--- src/rtl/regfile_wb_arbiter_if.sv ---
// Writeback bus between the ALU/LSU requesters, the arbiter and the register file write port.
// master: requester/file side, slave: arbiter side.
interface regfile_wb_arbiter_if;
  logic        alu_valid;
  logic [4:0]  alu_reg;
  logic [63:0] alu_data;
  logic        alu_ready;
  logic        lsu_valid;
  logic [4:0]  lsu_reg;
  logic [63:0] lsu_data;
  logic        lsu_ready;
  logic [4:0]  writereg;
  logic [63:0] writedata;
  logic        RegWrite;
  logic        busy;

  modport master (
    output alu_valid, alu_reg, alu_data,
    input  alu_ready,
    output lsu_valid, lsu_reg, lsu_data,
    input  lsu_ready,
    input  writereg, writedata, RegWrite, busy
  );

  modport slave (
    input  alu_valid, alu_reg, alu_data,
    output alu_ready,
    input  lsu_valid, lsu_reg, lsu_data,
    output lsu_ready,
    output writereg, writedata, RegWrite, busy
  );
endinterface

--- src/rtl/regfile_wb_arbiter.sv ---
// Arbitrates the single register-file write port between ALU and LSU writeback, holding RegWrite
// for HOLD_CYCLES cycles followed by one idle gap cycle; an age counter prevents ALU starvation.
module regfile_wb_arbiter #(
  parameter int unsigned HOLD_CYCLES = 2,
  parameter int unsigned AGE_LIMIT   = 3
) (
  input logic                 clk,
  input logic                 reset,
  regfile_wb_arbiter_if.slave bus
);

  localparam logic [1:0] StIdle  = 2'd0;
  localparam logic [1:0] StWrite = 2'd1;
  localparam logic [1:0] StGap   = 2'd2;

  localparam logic [3:0] HoldInit = 4'(HOLD_CYCLES - 1);
  localparam logic [3:0] AgeLimit = 4'(AGE_LIMIT);

  logic [1:0]  state_q, state_d;
  logic [3:0]  hold_cnt_q, hold_cnt_d;
  logic [3:0]  age_cnt_q, age_cnt_d;
  logic [4:0]  writereg_q, writereg_d;
  logic [63:0] writedata_q, writedata_d;
  logic        regwrite_q, regwrite_d;

  logic grant_window;
  logic alu_win;
  logic lsu_win;

  always_comb begin
    grant_window = ((state_q == StIdle) || (state_q == StGap)) && !reset;
    // LSU has priority unless the ALU has lost AGE_LIMIT times in a row.
    alu_win = grant_window && bus.alu_valid && (!bus.lsu_valid || (age_cnt_q >= AgeLimit));
    lsu_win = grant_window && bus.lsu_valid && !alu_win;
  end

  always_comb begin
    state_d     = state_q;
    hold_cnt_d  = hold_cnt_q;
    writereg_d  = writereg_q;
    writedata_d = writedata_q;

    if (alu_win || lsu_win) begin
      state_d     = StWrite;
      hold_cnt_d  = HoldInit;
      writereg_d  = alu_win ? bus.alu_reg : bus.lsu_reg;
      writedata_d = alu_win ? bus.alu_data : bus.lsu_data;
    end else begin
      case (state_q)
        StWrite: begin
          if (hold_cnt_q == 4'd0) begin
            state_d = StGap;
          end else begin
            hold_cnt_d = hold_cnt_q - 4'd1;
          end
        end
        StGap:   state_d = StIdle;
        default: state_d = state_q;
      endcase
    end

    regwrite_d = (state_d == StWrite);
  end

  always_comb begin
    age_cnt_d = age_cnt_q;
    if (alu_win) begin
      age_cnt_d = 4'd0;
    end else if (lsu_win && bus.alu_valid && (age_cnt_q != 4'hF)) begin
      age_cnt_d = age_cnt_q + 4'd1;
    end
  end

  always_ff @(posedge clk) begin
    if (reset) begin
      state_q     <= StIdle;
      hold_cnt_q  <= 4'd0;
      age_cnt_q   <= 4'd0;
      writereg_q  <= 5'd0;
      writedata_q <= 64'd0;
      regwrite_q  <= 1'b0;
    end else begin
      state_q     <= state_d;
      hold_cnt_q  <= hold_cnt_d;
      age_cnt_q   <= age_cnt_d;
      writereg_q  <= writereg_d;
      writedata_q <= writedata_d;
      regwrite_q  <= regwrite_d;
    end
  end

  assign bus.alu_ready = alu_win;
  assign bus.lsu_ready = lsu_win;
  assign bus.writereg  = writereg_q;
  assign bus.writedata = writedata_q;
  assign bus.RegWrite  = regwrite_q;
  assign bus.busy      = (state_q != StIdle);

endmodule
--- src/flat_wrapper.sv ---
// flat-port wrapper written by rule: the top's interface ports become plain ports
module regfile_wb_arbiter_flat 
#(
  parameter int unsigned HOLD_CYCLES = 2,
  parameter int unsigned AGE_LIMIT   = 3
)
  (clk, reset, bus_alu_valid, bus_alu_reg, bus_alu_data, bus_alu_ready, bus_lsu_valid, bus_lsu_reg, bus_lsu_data, bus_lsu_ready, bus_writereg, bus_writedata, bus_RegWrite, bus_busy);
  regfile_wb_arbiter_if bus_i ();
  input logic clk;
  input logic reset;
  input wire logic [$bits(bus_i.alu_valid)-1:0] bus_alu_valid;
  input wire logic [$bits(bus_i.alu_reg)-1:0] bus_alu_reg;
  input wire logic [$bits(bus_i.alu_data)-1:0] bus_alu_data;
  output wire logic [$bits(bus_i.alu_ready)-1:0] bus_alu_ready;
  input wire logic [$bits(bus_i.lsu_valid)-1:0] bus_lsu_valid;
  input wire logic [$bits(bus_i.lsu_reg)-1:0] bus_lsu_reg;
  input wire logic [$bits(bus_i.lsu_data)-1:0] bus_lsu_data;
  output wire logic [$bits(bus_i.lsu_ready)-1:0] bus_lsu_ready;
  output wire logic [$bits(bus_i.writereg)-1:0] bus_writereg;
  output wire logic [$bits(bus_i.writedata)-1:0] bus_writedata;
  output wire logic [$bits(bus_i.RegWrite)-1:0] bus_RegWrite;
  output wire logic [$bits(bus_i.busy)-1:0] bus_busy;
  assign bus_i.alu_valid = bus_alu_valid;
  assign bus_i.alu_reg = bus_alu_reg;
  assign bus_i.alu_data = bus_alu_data;
  assign bus_alu_ready = bus_i.alu_ready;
  assign bus_i.lsu_valid = bus_lsu_valid;
  assign bus_i.lsu_reg = bus_lsu_reg;
  assign bus_i.lsu_data = bus_lsu_data;
  assign bus_lsu_ready = bus_i.lsu_ready;
  assign bus_writereg = bus_i.writereg;
  assign bus_writedata = bus_i.writedata;
  assign bus_RegWrite = bus_i.RegWrite;
  assign bus_busy = bus_i.busy;
  regfile_wb_arbiter #(.HOLD_CYCLES(HOLD_CYCLES), .AGE_LIMIT(AGE_LIMIT)) u_core (.clk(clk), .reset(reset), .bus(bus_i));
endmodule
--- config.mk ---
export PLATFORM = sky130hd
export DESIGN_NAME = regfile_wb_arbiter_flat
export DESIGN_NICKNAME = d
export VERILOG_FILES = /design/src/rtl/regfile_wb_arbiter_if.sv /design/src/rtl/regfile_wb_arbiter.sv /design/src/flat_wrapper.sv
export SDC_FILE = /design/constraint.sdc
export NUM_CORES = 1
export LEC_CHECK = 0
export CAP_MARGIN = 5
export CORE_MARGIN = 4
export CORE_UTILIZATION = 41
export DETAILED_ROUTE_END_ITERATION = 10
export GPL_ROUTABILITY_DRIVEN = 0
export PLACE_DENSITY = 0.84
export SYNTH_ARGS = -nofsm -noshare
export SYNTH_HDL_FRONTEND = slang
export SYNTH_SLANG_ARGS = --single-unit
--- constraint.sdc ---
create_clock -name clk -period 2.75 [get_ports clk]
set_input_delay 0.55 -clock clk [delete_from_list [all_inputs] [get_ports clk]]
set_output_delay 0.55 -clock clk [all_outputs]
set_load 0.01 [all_outputs]
==> key figures <==
Floorplan
  • Placeable Area: 8380 µm²
  • I/O pin total: 215
  • Initial Utilization: 0.431
  • DIE AREA: 10,400 µm²
  • Die W: 102 µm
  • Die height: 102 µm
  • Row count: 33

Routing
  • Met1 WL: 4.93 mm
  • Met3 WL: 1.22 mm
  • Wire per inst: 18.0 µm
  • Max Used Layer: met4
  • Metal2 WL: 6.89 mm
  • Antenna Nets Post-Route: 0
  • Initial DRC count: 307
  • Via count: 4,004
  • First-pass detailed-route iteration total: 7
  • Via-to-Cell Ratio: 5.43
  • DRC: 0
  • WL final: 13.3 mm

Critical path
  • Crit end category: primary output
  • Critical setup path kind: in -> out
  • Slowest cell delay on critical path: 440 ps
  • Critical path required time: 2200 ps
  • CP max FO: 3
  • CP Launch Type: input port
  • Reg-to-reg setup timing slack: 610 ps
  • Worst EP arrival: 1800 ps
  • Bufs and invs on worst path: 3
  • Critical-path cell list: clkdlybuf4s50_1, o21bai_2, buf_4, nor3_2, dlymetal6s2s_1
  • CP delay by family, top: buffers and inverters
  • Slowest cell on crit path: clkdlybuf4s50_1

STA
  • Final setup skew: 9.27 ps
  • Final Critical Period: 2350 ps
  • Final Hold Violating Endpoints: 0
  • RSZ-0062 raised after global routing: false
  • Slew Limit Fails: 0
  • Setup violators final: 0
  • Hold WS: 481 ps
  • FMAX: 426 MHz
  • Worst relative slew slack: 0.529
  • Final period util: 0.854
  • Worst-Margin Slew: 707 ps

Logic synthesis
  • Cell area after synthesis: 3610 µm²
  • Seq/Total Area, Yosys: 0.443
  • Syn Nets: 564
  • Cells after synthesis: 417
  • Ys Warns: 0
  • Synth cell types: 43
  • Synthesized area per cell: 8.66 µm²
  • Synthesized flop and latch total: 80

Final layout
  • Share of cells above drive strength 1: 0.0648
  • Area grow syn2layout: 68.9%
  • Non-filler cells, final: 738
  • Fin util: 0.728
  • N_diodes: 0
  • NumNets Final: 776

CTS
  • Postcts setup bufs: 0
  • CTS Buffer Depth: 2
  • H-tree Lvls: 3
  • TritonCTS clock tree: built
  • TritonCTS Buffers: 9
  • Clk_lat worst skew: 340 ps
  • Root Buffer: clkbuf_8
  • Reg clk slew, reported paths: 70 ps
  • Clk sinks: 80

Pwr
  • Power Density: 605 nW/µm²
  • Total power: 3.69 mW
  • P_leak: 2.70 nW
  • Max IR drop VDD: 0.000388 V

Hold path
  • Hold Crit Class: reg -> reg

GRT
  • Global-route wire length before repair: 20.1 mm
  • Largest net degree at the start of global routing: 66
  • Total global-route track usage: 0.244
  • Initial antenna violation count: 0
  • Vias in the first global route: 4,051
  • Remaining Overflow, GRT: 0

Placement
  • Inst Count DP: 723
  • IO buf count: 214
  • DPL Wire Length: 9.74 mm

Run
  • Max-cap violations: 0

Status
  • Outcome: finished, final reports clean
==> tightest hold or removal path, delay by kind of cell (launching register included) <==
kind               cells  cell delay (ps)
AOI/OAI and AO/OA      1               70
DFF                    1              310
and+or+nand+nor        1               50
==> timing repair <==
action | in CTS | in global routing
pin swaps | 0 | 0
hold buffers | 0 | 0
resized for setup | 1 | 2
endpoints found under the setup margin | 1 | 2
==> synth_stat cells <==
cell type | count | share of area
nor4b_1 | 13 | 0.032
and3_1 | 2 | 0.0035
a222oi_1 | 52 | 0.14
a21o_1 | 1 | 0.0021
buf_4 | 1 | 0.0021
o21bai_1 | 1 | 0.0021
nand2_1 | 56 | 0.058
nor2_1 | 1 | 0.0010
nor3_1 | 1 | 0.0014
buf_2 | 3 | 0.0042
or3b_1 | 1 | 0.0024
o21ba_2 | 1 | 0.0028
a21oi_1 | 6 | 0.0083
ha_1 | 5 | 0.017
nand3_1 | 5 | 0.0069
a21boi_0 | 1 | 0.0021
or2_2 | 1 | 0.0017
nor4b_4 | 1 | 0.0066
a211o_1 | 1 | 0.0024
or4b_1 | 2 | 0.0055
nand4bb_1 | 1 | 0.0031
o31ai_1 | 3 | 0.0062
or3_1 | 1 | 0.0017
nand4_1 | 1 | 0.0017
inv_1 | 110 | 0.11
o31a_1 | 1 | 0.0024
o211ai_1 | 4 | 0.0083
clkbuf_1 | 22 | 0.023
a31oi_1 | 4 | 0.0069
nand2b_1 | 1 | 0.0017
inv_4 | 1 | 0.0017
dfxtp_1 | 80 | 0.44
nand4b_1 | 1 | 0.0024
clkinv_1 | 3 | 0.0031
a211oi_1 | 1 | 0.0021
a32oi_1 | 1 | 0.0024
and2_1 | 1 | 0.0017
or4_1 | 2 | 0.0042
nor4_1 | 4 | 0.0069
buf_6 | 5 | 0.016
or3b_2 | 1 | 0.0024
a221o_1 | 13 | 0.036
a311oi_1 | 1 | 0.0024
==> power by group <==
| part | internal, mW | switching (mW) |
|---|---|---|
| combinational | 0.723 | 0.520 |
| clock | 0.556 | 0.412 |
| sequential | 1.37 | 0.109 |
==> cells in the final DEF, fill, tap and decap left out, drive strengths merged, types with 3 or more instances in the layout <==
| cell | instances |
|---|---|
| a222oi | 52 |
| nand2 | 56 |
| clkdlybuf4s50 | 212 |
| o31ai | 3 |
| nand3 | 5 |
| nor4b | 14 |
| o211ai | 4 |
| clkinv | 4 |
| a31oi | 4 |
| clkbuf | 12 |
| ha | 5 |
| dfxtp | 80 |
| a21oi | 6 |
| inv | 111 |
| buf | 18 |
| nor4 | 4 |
| a221o | 13 |
==> final timing paths <==
path | depth (start not counted) | end | from
min reg2reg | 2 | u_core.bus.writedata[20] | u_core.bus.writedata[20]
min | 2 | u_core.bus.writedata[20] | u_core.bus.writedata[20]
max | 5 | bus_lsu_ready | reset
max reg2reg | 7 | u_core.bus.writedata[29] | u_core.state_q[0]
==> per-stage QoR <==
step | cell area [µm²] | setup TNS [ps] | worst slack, ps
global route | 6100 | 0 | 366
CTS | 6100 | 0 | 1.74
finish | 6100 | 0 | 401
detailed placement | 5870 | -5.28 | -5.28
floorplan | 3610 | 0 | 525
global placement | 5870 | 0 | 18.8
==> logic make-up (layout without fill, tap and decap cells) <==
group,count (synthesis),in the layout,synth area share
adder cells (fa/ha/maj),5,5,0.0173
AND/OR/NAND/NOR,96,96,0.145
flip-flops,80,80,0.443
AO/OA/AOI/OAI,91,91,0.231
buffers and inverters,145,361,0.164
==> per-layer routing <==
metal	track usage	up-vias
li1	-	1893
met1	0.277	1884
met2	0.457	206
met3	0.0526	21
met4	0.0696	0
met5	0	-
==> registers in the layout, indices dropped and copies added (netlist names) <==
signal / count
u_core.age_cnt_q: 4
u_core.bus.RegWrite: 1
u_core.bus.writedata: 64
u_core.bus.writereg: 5
u_core.hold_cnt_q: 4
u_core.state_q: 2
==> final cells by class <==
cell class,instances,area [µm²]
clock buffer,12,155
clock inverter,3,65.1
fill,637,2280
inverter,114,430
multi-input combinational,192,1440
sequential,80,1600
tap,105,131
timing repair buffer,232,2280
Note: power is estimated with default switching activity, not from simulation.
